## src/rtl/ex_div_if.sv

```systemverilog
// ex_div_if -- handshake/data bundle between the EX stage and the divider.
//   start_i   : divide request, held high until the result is taken
//   signed_i  : 1 = two's-complement divide, 0 = unsigned
//   annul_i   : pipeline flush, abandons the current divide
//   opdata1_i : dividend
//   opdata2_i : divisor
//   result_o  : {remainder, quotient} (HI/LO)
//   ready_o   : result_o valid
//   busy_o    : divide in progress (EX stall request)
// master = EX stage, slave = divider.
interface ex_div_if;
    logic        start_i;
    logic        signed_i;
    logic        annul_i;
    logic [31:0] opdata1_i;
    logic [31:0] opdata2_i;
    logic [63:0] result_o;
    logic        ready_o;
    logic        busy_o;

    modport master (
        output start_i,
        output signed_i,
        output annul_i,
        output opdata1_i,
        output opdata2_i,
        input  result_o,
        input  ready_o,
        input  busy_o
    );

    modport slave (
        input  start_i,
        input  signed_i,
        input  annul_i,
        input  opdata1_i,
        input  opdata2_i,
        output result_o,
        output ready_o,
        output busy_o
    );
endinterface

```

## src/rtl/ex_div.sv

```systemverilog
// ex_div -- 32-bit iterative restoring divider for the EX stage.
// One shift-subtract step per cycle on operand magnitudes, sign-corrected at the end.
// Ports:
//   clk : rising-edge clock
//   rst : asynchronous active-low reset
//   bus : ex_div_if slave (start/signed/annul/operands in, result/ready/busy out)
module ex_div (
    input  logic     clk,
    input  logic     rst,
    ex_div_if.slave  bus
);

    localparam logic [1:0] ST_FREE    = 2'd0;
    localparam logic [1:0] ST_BY_ZERO = 2'd1;
    localparam logic [1:0] ST_ON      = 2'd2;
    localparam logic [1:0] ST_END     = 2'd3;

    logic [1:0]  r_state;
    logic [5:0]  r_cnt;
    logic [32:0] r_rem;     // partial remainder
    logic [31:0] r_quo;     // dividend shifts out the top, quotient bits shift in at the bottom
    logic [31:0] r_dvs;     // divisor magnitude
    logic        r_neg_q;
    logic        r_neg_r;
    logic [63:0] r_result;
    logic        r_ready;

    logic [31:0] w_mag1;
    logic [31:0] w_mag2;
    logic [33:0] w_shift;
    logic [33:0] w_diff;
    logic        w_fit;
    logic [32:0] w_rem_next;
    logic [31:0] w_quo_next;
    logic [31:0] w_quo_fix;
    logic [31:0] w_rem_fix;

    always_comb begin
        // Magnitudes; 0x80000000 negates to itself, which is the correct unsigned magnitude.
        w_mag1 = (bus.signed_i && bus.opdata1_i[31]) ? (~bus.opdata1_i + 32'd1) : bus.opdata1_i;
        w_mag2 = (bus.signed_i && bus.opdata2_i[31]) ? (~bus.opdata2_i + 32'd1) : bus.opdata2_i;

        // r_rem < r_dvs always holds, so the shifted value stays below 2^33 and
        // bit 33 of the difference is a clean borrow flag.
        w_shift    = {r_rem, r_quo[31]};
        w_diff     = w_shift - {2'b00, r_dvs};
        w_fit      = ~w_diff[33];
        w_rem_next = w_fit ? w_diff[32:0] : w_shift[32:0];
        w_quo_next = {r_quo[30:0], w_fit};

        w_quo_fix  = r_neg_q ? (~r_quo + 32'd1) : r_quo;
        w_rem_fix  = r_neg_r ? (~r_rem[31:0] + 32'd1) : r_rem[31:0];
    end

    always_ff @(posedge clk or negedge rst) begin
        if (!rst) begin
            r_state  <= ST_FREE;
            r_cnt    <= 6'd0;
            r_rem    <= 33'd0;
            r_quo    <= 32'd0;
            r_dvs    <= 32'd0;
            r_neg_q  <= 1'b0;
            r_neg_r  <= 1'b0;
            r_result <= 64'd0;
            r_ready  <= 1'b0;
        end else begin
            case (r_state)
                ST_FREE: begin
                    r_result <= 64'd0;
                    r_ready  <= 1'b0;
                    if (bus.start_i && !bus.annul_i) begin
                        r_neg_q <= bus.signed_i & (bus.opdata1_i[31] ^ bus.opdata2_i[31]);
                        r_neg_r <= bus.signed_i & bus.opdata1_i[31];
                        r_dvs   <= w_mag2;
                        r_cnt   <= 6'd0;
                        r_rem   <= 33'd0;
                        if (bus.opdata2_i == 32'd0) begin
                            // Raw dividend is kept; it becomes the HI half of the result.
                            r_quo   <= bus.opdata1_i;
                            r_state <= ST_BY_ZERO;
                        end else begin
                            r_quo   <= w_mag1;
                            r_state <= ST_ON;
                        end
                    end
                end
                ST_BY_ZERO: begin
                    if (bus.annul_i) begin
                        r_state <= ST_FREE;
                    end else begin
                        r_state  <= ST_END;
                        r_result <= {r_quo, 32'hFFFF_FFFF};
                        r_ready  <= 1'b1;
                    end
                end
                ST_ON: begin
                    if (bus.annul_i) begin
                        r_state <= ST_FREE;
                        r_cnt   <= 6'd0;
                        r_rem   <= 33'd0;
                    end else if (r_cnt == 6'd32) begin
                        r_state  <= ST_END;
                        r_result <= {w_rem_fix, w_quo_fix};
                        r_ready  <= 1'b1;
                        r_cnt    <= 6'd0;
                    end else begin
                        r_rem <= w_rem_next;
                        r_quo <= w_quo_next;
                        r_cnt <= r_cnt + 6'd1;
                    end
                end
                ST_END: begin
                    if (bus.annul_i || !bus.start_i) begin
                        r_state  <= ST_FREE;
                        r_result <= 64'd0;
                        r_ready  <= 1'b0;
                    end
                end
                default: begin
                    r_state  <= ST_FREE;
                    r_result <= 64'd0;
                    r_ready  <= 1'b0;
                end
            endcase
        end
    end

    assign bus.result_o = r_result;
    assign bus.ready_o  = r_ready;
    assign bus.busy_o   = (r_state == ST_ON) || (r_state == ST_BY_ZERO);

endmodule

```

## src/flat_wrapper.sv

```systemverilog
// flat-port wrapper written by rule: the top's interface ports become plain ports
module ex_div_flat 
  (clk, rst, bus_start_i, bus_signed_i, bus_annul_i, bus_opdata1_i, bus_opdata2_i, bus_result_o, bus_ready_o, bus_busy_o);
  ex_div_if bus_i ();
  input  logic clk;
  input  logic rst;
  input wire logic [$bits(bus_i.start_i)-1:0] bus_start_i;
  input wire logic [$bits(bus_i.signed_i)-1:0] bus_signed_i;
  input wire logic [$bits(bus_i.annul_i)-1:0] bus_annul_i;
  input wire logic [$bits(bus_i.opdata1_i)-1:0] bus_opdata1_i;
  input wire logic [$bits(bus_i.opdata2_i)-1:0] bus_opdata2_i;
  output wire logic [$bits(bus_i.result_o)-1:0] bus_result_o;
  output wire logic [$bits(bus_i.ready_o)-1:0] bus_ready_o;
  output wire logic [$bits(bus_i.busy_o)-1:0] bus_busy_o;
  assign bus_i.start_i = bus_start_i;
  assign bus_i.signed_i = bus_signed_i;
  assign bus_i.annul_i = bus_annul_i;
  assign bus_i.opdata1_i = bus_opdata1_i;
  assign bus_i.opdata2_i = bus_opdata2_i;
  assign bus_result_o = bus_i.result_o;
  assign bus_ready_o = bus_i.ready_o;
  assign bus_busy_o = bus_i.busy_o;
  ex_div u_core (.clk(clk), .rst(rst), .bus(bus_i));
endmodule
```

## config.mk

```make
export PLATFORM = sky130hd
export DESIGN_NAME = ex_div_flat
export DESIGN_NICKNAME = d
export VERILOG_FILES = /design/src/rtl/ex_div_if.sv /design/src/rtl/ex_div.sv /design/src/flat_wrapper.sv
export SDC_FILE = /design/constraint.sdc
export NUM_CORES = 1
export LEC_CHECK = 0
export BUFFER_PORTS_ARGS = -buffer_cell sky130_fd_sc_hd__buf_2
export CORE_MARGIN = 2
export CORE_UTILIZATION = 50
export CTS_CLUSTER_SIZE = 20
export DETAILED_ROUTE_END_ITERATION = 8
export PLACE_DENSITY = 0.7
export SKIP_CTS_REPAIR_TIMING = 1
export SLEW_MARGIN = 30
export SYNTH_ARGS = -nofsm -noshare
export SYNTH_HDL_FRONTEND = slang
export SYNTH_SLANG_ARGS = --single-unit
```

## constraint.sdc

```tcl
create_clock -name clk -period 4.8 [get_ports clk]
set_clock_uncertainty 0.15 [all_clocks]
set_input_delay 0.24 -clock clk [delete_from_list [all_inputs] [get_ports clk]]
set_output_delay 0.24 -clock clk [all_outputs]
set_load 0.01 [all_outputs]
```

# Yosys cells after proc, flatten, opt, wreduce, memory -nomap -nowiden
# Cells that the tools add are included.
dict set report word_totals {
  input_bits 69
  out_inout_bits 66
  reg_bits 172
  wordCells 86
}
dict set report op_classes {
  mux 35
  addsub 6
  bitwise_logic 8
  eq_ne 12
  reduce_logical 16
}
# op n
set ops {}
lappend ops {{2-to-1 mux 32 bit} 8}
lappend ops {{2-to-1 mux 64 bit} 4}
lappend ops {{case mux 64 bit (4 select lines)} 1}
lappend ops {{2-to-1 mux 33 bit} 4}
lappend ops {{adder 32 x 1 -> 32 bit (second input constant)} 4}
lappend ops {{inverter 32 bit} 4}
lappend ops {{case mux 33 bit (2 select lines)} 1}
lappend ops {{case mux 32 bit (2 select lines)} 1}
lappend ops {{subtractor 34 x 32 -> 34 bit} 1}
lappend ops {{zero test 32 bit} 1}
lappend ops {{2-to-1 mux 6 bit} 3}
lappend ops {{2-to-1 mux 2 bit} 6}
lappend ops {{case mux 6 bit (2 select lines)} 1}
lappend ops {{case mux 2 bit (4 select lines)} 1}
lappend ops {{AND reduction 4 bit} 2}
lappend ops {{adder 6 x 1 -> 6 bit (second input constant)} 1}
lappend ops {{== test 6 bit (second input constant)} 1}
lappend ops {{!= test 2 x 1 -> 1 bit (second input constant)} 3}
lappend ops {{!= test 2 bit (second input constant)} 3}
lappend ops {{AND reduction 3 bit} 2}
lappend ops {{== test 2 bit (second input constant)} 2}
lappend ops {{2-to-1 mux 1 bit} 4}
lappend ops {{case mux 1 bit (4 select lines)} 1}
lappend ops {{AND reduction 2 bit} 2}
lappend ops {{other kinds (11)} 16}

# Depth between registers and ports, before layout
dict set report logic_depth {
  ltp_word 6
  mapped_depth 13
  ltp_nobuf 13
}

# Worst setup path after synthesis
# No wires, ideal clock.
dict set report synth_timing {
  path_kind {reg-to-reg}
  from {register u_core.r_quo[31]}
  to {register u_core.r_rem[32]}
  arrival_ps 3128
  path_buffers 0
  path_stages_with_launch 14
  period_less_slack_ps 3347
  slack_ps 1453
  required_time_ps 4581
  path_cell_list {dfrtp_1 > inv_1 > ha_1 > inv_1 > fa_1 > a21oi_1 > o211ai_1 > o41ai_1 > o21bai_1 > a211o_1 > a31oi_1 > nor3_1 > o41a_1 > nand3_1}
}
dict set report synth_via {
  elab_chain_len 5
}
# item line
set synth_lines {}
lappend synth_lines {{start, declared} ex_div.sv:21} ;# logic [31:0] r_quo;
lappend synth_lines {{start signal, assigned} ex_div.sv:79} ;# r_quo <= bus.opdata1_i;
lappend synth_lines {{start signal, assigned} ex_div.sv:82} ;# r_quo <= w_mag1;
lappend synth_lines {{start signal, assigned} ex_div.sv:108} ;# r_quo <= w_quo_next;
lappend synth_lines {{subtractor 34 x 32 -> 34 bit} ex_div.sv:46} ;# w_diff = w_shift - {2'b00, r_dvs};
lappend synth_lines {{2-to-1 mux 33 bit} ex_div.sv:48} ;# w_rem_next = w_fit ? w_diff[32:0] : w_shift[32:0];
lappend synth_lines {{2-to-1 mux 33 bit} ex_div.sv:101} ;# end else if (r_cnt == 6'd32) begin
lappend synth_lines {{2-to-1 mux 33 bit} ex_div.sv:97} ;# if (bus.annul_i) begin
lappend synth_lines {{case mux 33 bit (2 select lines)} ex_div.sv:67} ;# case (r_state)
lappend synth_lines {{end signal, assigned} ex_div.sv:107} ;# r_rem <= w_rem_next;
lappend synth_lines {{end, declared} ex_div.sv:20} ;# logic [32:0] r_rem;
# No other way between the ends. The select of a mux whose other input is x is not followed.
# A chain may end at the register's enable or synchronous reset.

# Final worst setup path
# Same ends and word-level chain as after synthesis.

==> impl_metrics.tcl <==
set metrics [dict create \
    status "complete, but fails checks" \
    violations "hold timing" \
    synth-main-ff-cell "dfrtp_1" \
    critPathKind "reg2reg" \
    drt_iter0_markers 781 \
    clk_latency_ns 0.43 \
    finalCriticalPeriod_ns 3.676 \
    io_pins 135 \
    p_sw_mw 3.316 \
    placed_cells 1801 \
    gr-total-overflow 0 \
    drv_cap 0 \
    cts_tree "done" \
    grt_max_degree 97 \
    finalInstanceArea_um2 13460 \
    rsz0062_at_grt "false" \
    fp.dieH_um 158.0 \
    drt-pass1-iter-count 5 \
    cts.sinks 172 \
    period_share_pct 76.58 \
    gr-usage-all-layers_pct 24.78 \
    p_clk_share_pct 18.4 \
    drive_gt1_share_pct 14.13 \
    synth_area_per_cell_um2 8.360 \
    cp_slowest_cell "o41ai_2" \
    switching_share_pct 44.58 \
    crit_path_cell_trace "inv_1, ha_1, inv_1, fa_1, a21oi_1, o211ai_1, o41ai_2, o21bai_1, a211o_1, a31oi_1, nor3_1, o41a_1, nand3_1" \
    syn_nets 1531 \
    io_buffers 134 \
    fin_tns_setup_ns 0 \
    place.gp.congestion 0.9590 \
    hold_path_class "in2reg" \
    crit_arrival_ns 3.89 \
    r2r-start "u_core.r_quo[31]$_DFFE_PN0P_" \
    fin_cells 1842 \
    place_ws_ns 0.8734 \
    slew_viol_final 0 \
    worstRegToRegCells 13 \
    synth_area_um2 11860 \
    p_comb_share_pct 49.3 \
    vias 10550 \
    coreArea_um2 23400 \
    cts_root_buf "clkbuf_16" \
    antenna_found_initial 1 \
    cts_made_buffers 17 \
    grt_pass1_vias 9647 \
    ys_async_sr_fraction_pct 100.0 \
    critPathCaptureType "flop" \
    holdCritStartpoint "bus_opdata2_i[9]" \
    hold_violations 12 \
    worstHoldPathCells 3 \
    ys_ff_latch 172 \
    worst_hold_slack_ns -0.02699 \
    vias_per_cell 5.727 \
    cp-start-kind "flop" \
    tightest_slew_ns 0.9162 \
    finalWorstSetupSlack_ns 1.124 \
    hpwl_um 22430 \
    crit_required_ns 5.02 \
    finalSetupViolations 0 \
    dpl_cell_area_um2 12770 \
    ys_seq_area_share_pct 36.31 \
    cell_internal_pwr_mw 4.122 \
    pwr_density_cell_nw_per_um2 552.7 \
    fin_nets 1623 \
    p_leak_nw 6.009 \
    r2r_end "u_core.r_rem[32]$_DFFE_PN0P_" \
    synth_edf_count 0 \
    num_rows 56 \
    syn2layout_area_growth_pct 13.51 \
    ant_nets 0 \
    grt_first_pass_wirelength_um 49470 \
    path_max_fanout 5 \
    routed_wl_um 30430 \
    critPathMaxStageDelay_ns 0.49 \
    slew_headroom_pct 38.74 \
    die-area_um2 24960 \
    drcViolationCount 0 \
    path_common_cell "inv_1" \
    clk_pin_slew_ns 0.06 \
    rrSetupSlack_ns 1.12 \
    irDropWorstVdd_uv 532.2 \
    seq_power_share_pct 32.3 \
    h-tree-depth 4 \
    min_to "u_core.r_dvs[9]$_DFFE_PN0P_" \
    wl_per_cell_um 16.52 \
    max_freq_ghz 0.2721 \
    initial_core_util_pct 50.66 \
    synthDistinctLibCells 65 \
    die_x_um 158.0 \
    postLayoutCoreUtil_pct 57.50 \
    yosys_warnings 0 \
    clk_path_buf_depth 2 \
    syn-instance-count 1418 \
]
## state kept, by name (all words and copies together), names as in the netlist
register / count
u_core.bus.result_o: 64
u_core.r_neg_r: 1
u_core.r_dvs: 32
u_core.bus.ready_o: 1
u_core.r_neg_q: 1
u_core.r_state: 2
u_core.r_quo: 32
u_core.r_rem: 33
u_core.r_cnt: 6
## worst max path at each step
stage,cells past startpoint,slack (ns),from,to
detailed placement,13,0.87,u_core.r_quo[31]$_DFFE_PN0P_,u_core.r_rem[32]$_DFFE_PN0P_
global placement,13,1.0,u_core.r_quo[31]$_DFFE_PN0P_,u_core.r_rem[32]$_DFFE_PN0P_
finish,13,1.12,u_core.r_quo[31]$_DFFE_PN0P_,u_core.r_rem[32]$_DFFE_PN0P_
floorplan,13,1.45,u_core.r_quo[31]$_DFFE_PN0P_,u_core.r_rem[32]$_DFFE_PN0P_
CTS,13,0.84,u_core.r_quo[31]$_DFFE_PN0P_,u_core.r_rem[32]$_DFFE_PN0P_
global route,13,0.86,u_core.r_quo[31]$_DFFE_PN0P_,u_core.r_rem[32]$_DFFE_PN0P_
## cells in the final DEF (no fill, tap or decap), drive strengths merged, types with 17 or more instances in the layout
cell	instances
nor3	19
nand2	234
xnor2	91
buf	150
ha	43
o41ai	17
a21oi	81
o31ai	35
clkbuf	17
a21o	17
nor2	46
xor2	60
or4	21
nand3	21
a22oi	30
o21ai	207
mux2i	36
dfrtp	172
inv	57
## synthesized netlist by cell type, drive strengths merged (2+ instances only)
library cell	n	share of area, %
xor2	60	4.4
a31o	3	0.22
nor4	6	0.32
nor3	19	0.80
nand4	9	0.47
nor2	46	1.5
a221oi	2	0.15
inv	57	1.8
nand2	234	7.4
ha	43	4.5
o221ai	4	0.30
or2	8	0.42
a221o	4	0.34
mux2	16	1.5
o211ai	5	0.32
mux2i	36	3.0
a21oi	81	3.4
a32o	3	0.25
or3	15	0.79
a211oi	3	0.19
o21ai	207	8.7
nor4b	2	0.27
nor3b	2	0.13
nor2b	8	0.42
and2	4	0.21
and3	7	0.37
nand2b	7	0.37
clkbuf	81	2.6
o41ai	17	1.4
a211o	2	0.15
a22oi	30	1.9
or4	21	1.4
a21o	17	1.1
nand3	21	0.89
buf	5	0.19
o31ai	35	2.3
xnor2	91	6.7
o311ai	4	0.30
nand3b	3	0.19
and3b	2	0.15
o21bai	7	0.44
dfrtp	172	36
a31oi	8	0.42
## logic make-up after synthesis
| family | after synthesis | synth area share [%] |
|---|---|---|
| AO/OA/AOI/OAI | 441 | 22.53 |
| buffers and inverters | 143 | 4.570 |
| flip-flops | 172 | 36.31 |
| adder cells (fa/ha/maj) | 44 | 4.707 |
| multiplexers | 52 | 4.559 |
| XOR/XNOR | 151 | 11.16 |
| AND/OR/NAND/NOR | 415 | 16.17 |
## power by group through the flow
stage | Clock, mW | Sequential [mW] | Combinational, mW
6_report | 1.37 | 2.40 | 3.67
5_1_grt | 1.43 | 2.47 | 4.12
4_1_cts | 1.38 | 2.39 | 3.67
3_5_place_dp | 0 | 2.42 | 3.64
3_3_place_gp | 0 | 2.40 | 3.59
2_1_floorplan | 0 | 2.27 | 2.80
## area by class of cell
| cell class | count | area, um^2 |
|---|---|---|
| antenna | 1 | 2.502 |
| clock buffer | 17 | 425.4 |
| clock inverter | 14 | 150.1 |
| fill | 2195 | 9946 |
| inverter | 57 | 214.0 |
| multi-input combinational | 1103 | 7068 |
| sequential | 172 | 4307 |
| tap | 319 | 399.1 |
| timing repair buffer | 159 | 890.9 |
## metrics by stage
| step | total power, mW | hold WS [ns] |
|---|---|---|
| finish | 7.438 | -0.02699 |
| global route | 8.024 | 0.001219 |
| detailed placement | 6.063 | 0.2183 |
| global placement | 5.994 | 0.2189 |
| CTS | 7.438 | -0.2434 |
| floorplan | 5.072 | -0.2056 |
## metal layers
layer  vias to the layer above  global-route usage, %  part of all wire, %
met3                        47                  3.477                  5.5
met5                         -                      0                    0
met4                         0                  7.164                  1.8
met2                       328                  39.61                   45
li1                       5236                      -                    -
met1                      4939                  35.09                   47
## critical path: cells and delay by family, from the launching register on
kind | cells | cell delay, ns
flip-flops | 1 | 0.38
buffers and inverters | 2 | 0.20
AND/OR/NAND/NOR | 2 | 0.18
adder cells (fa/ha/maj) | 2 | 0.60
AO/OA/AOI/OAI | 7 | 2.10
Note: power is estimated with default switching activity, not from simulation.
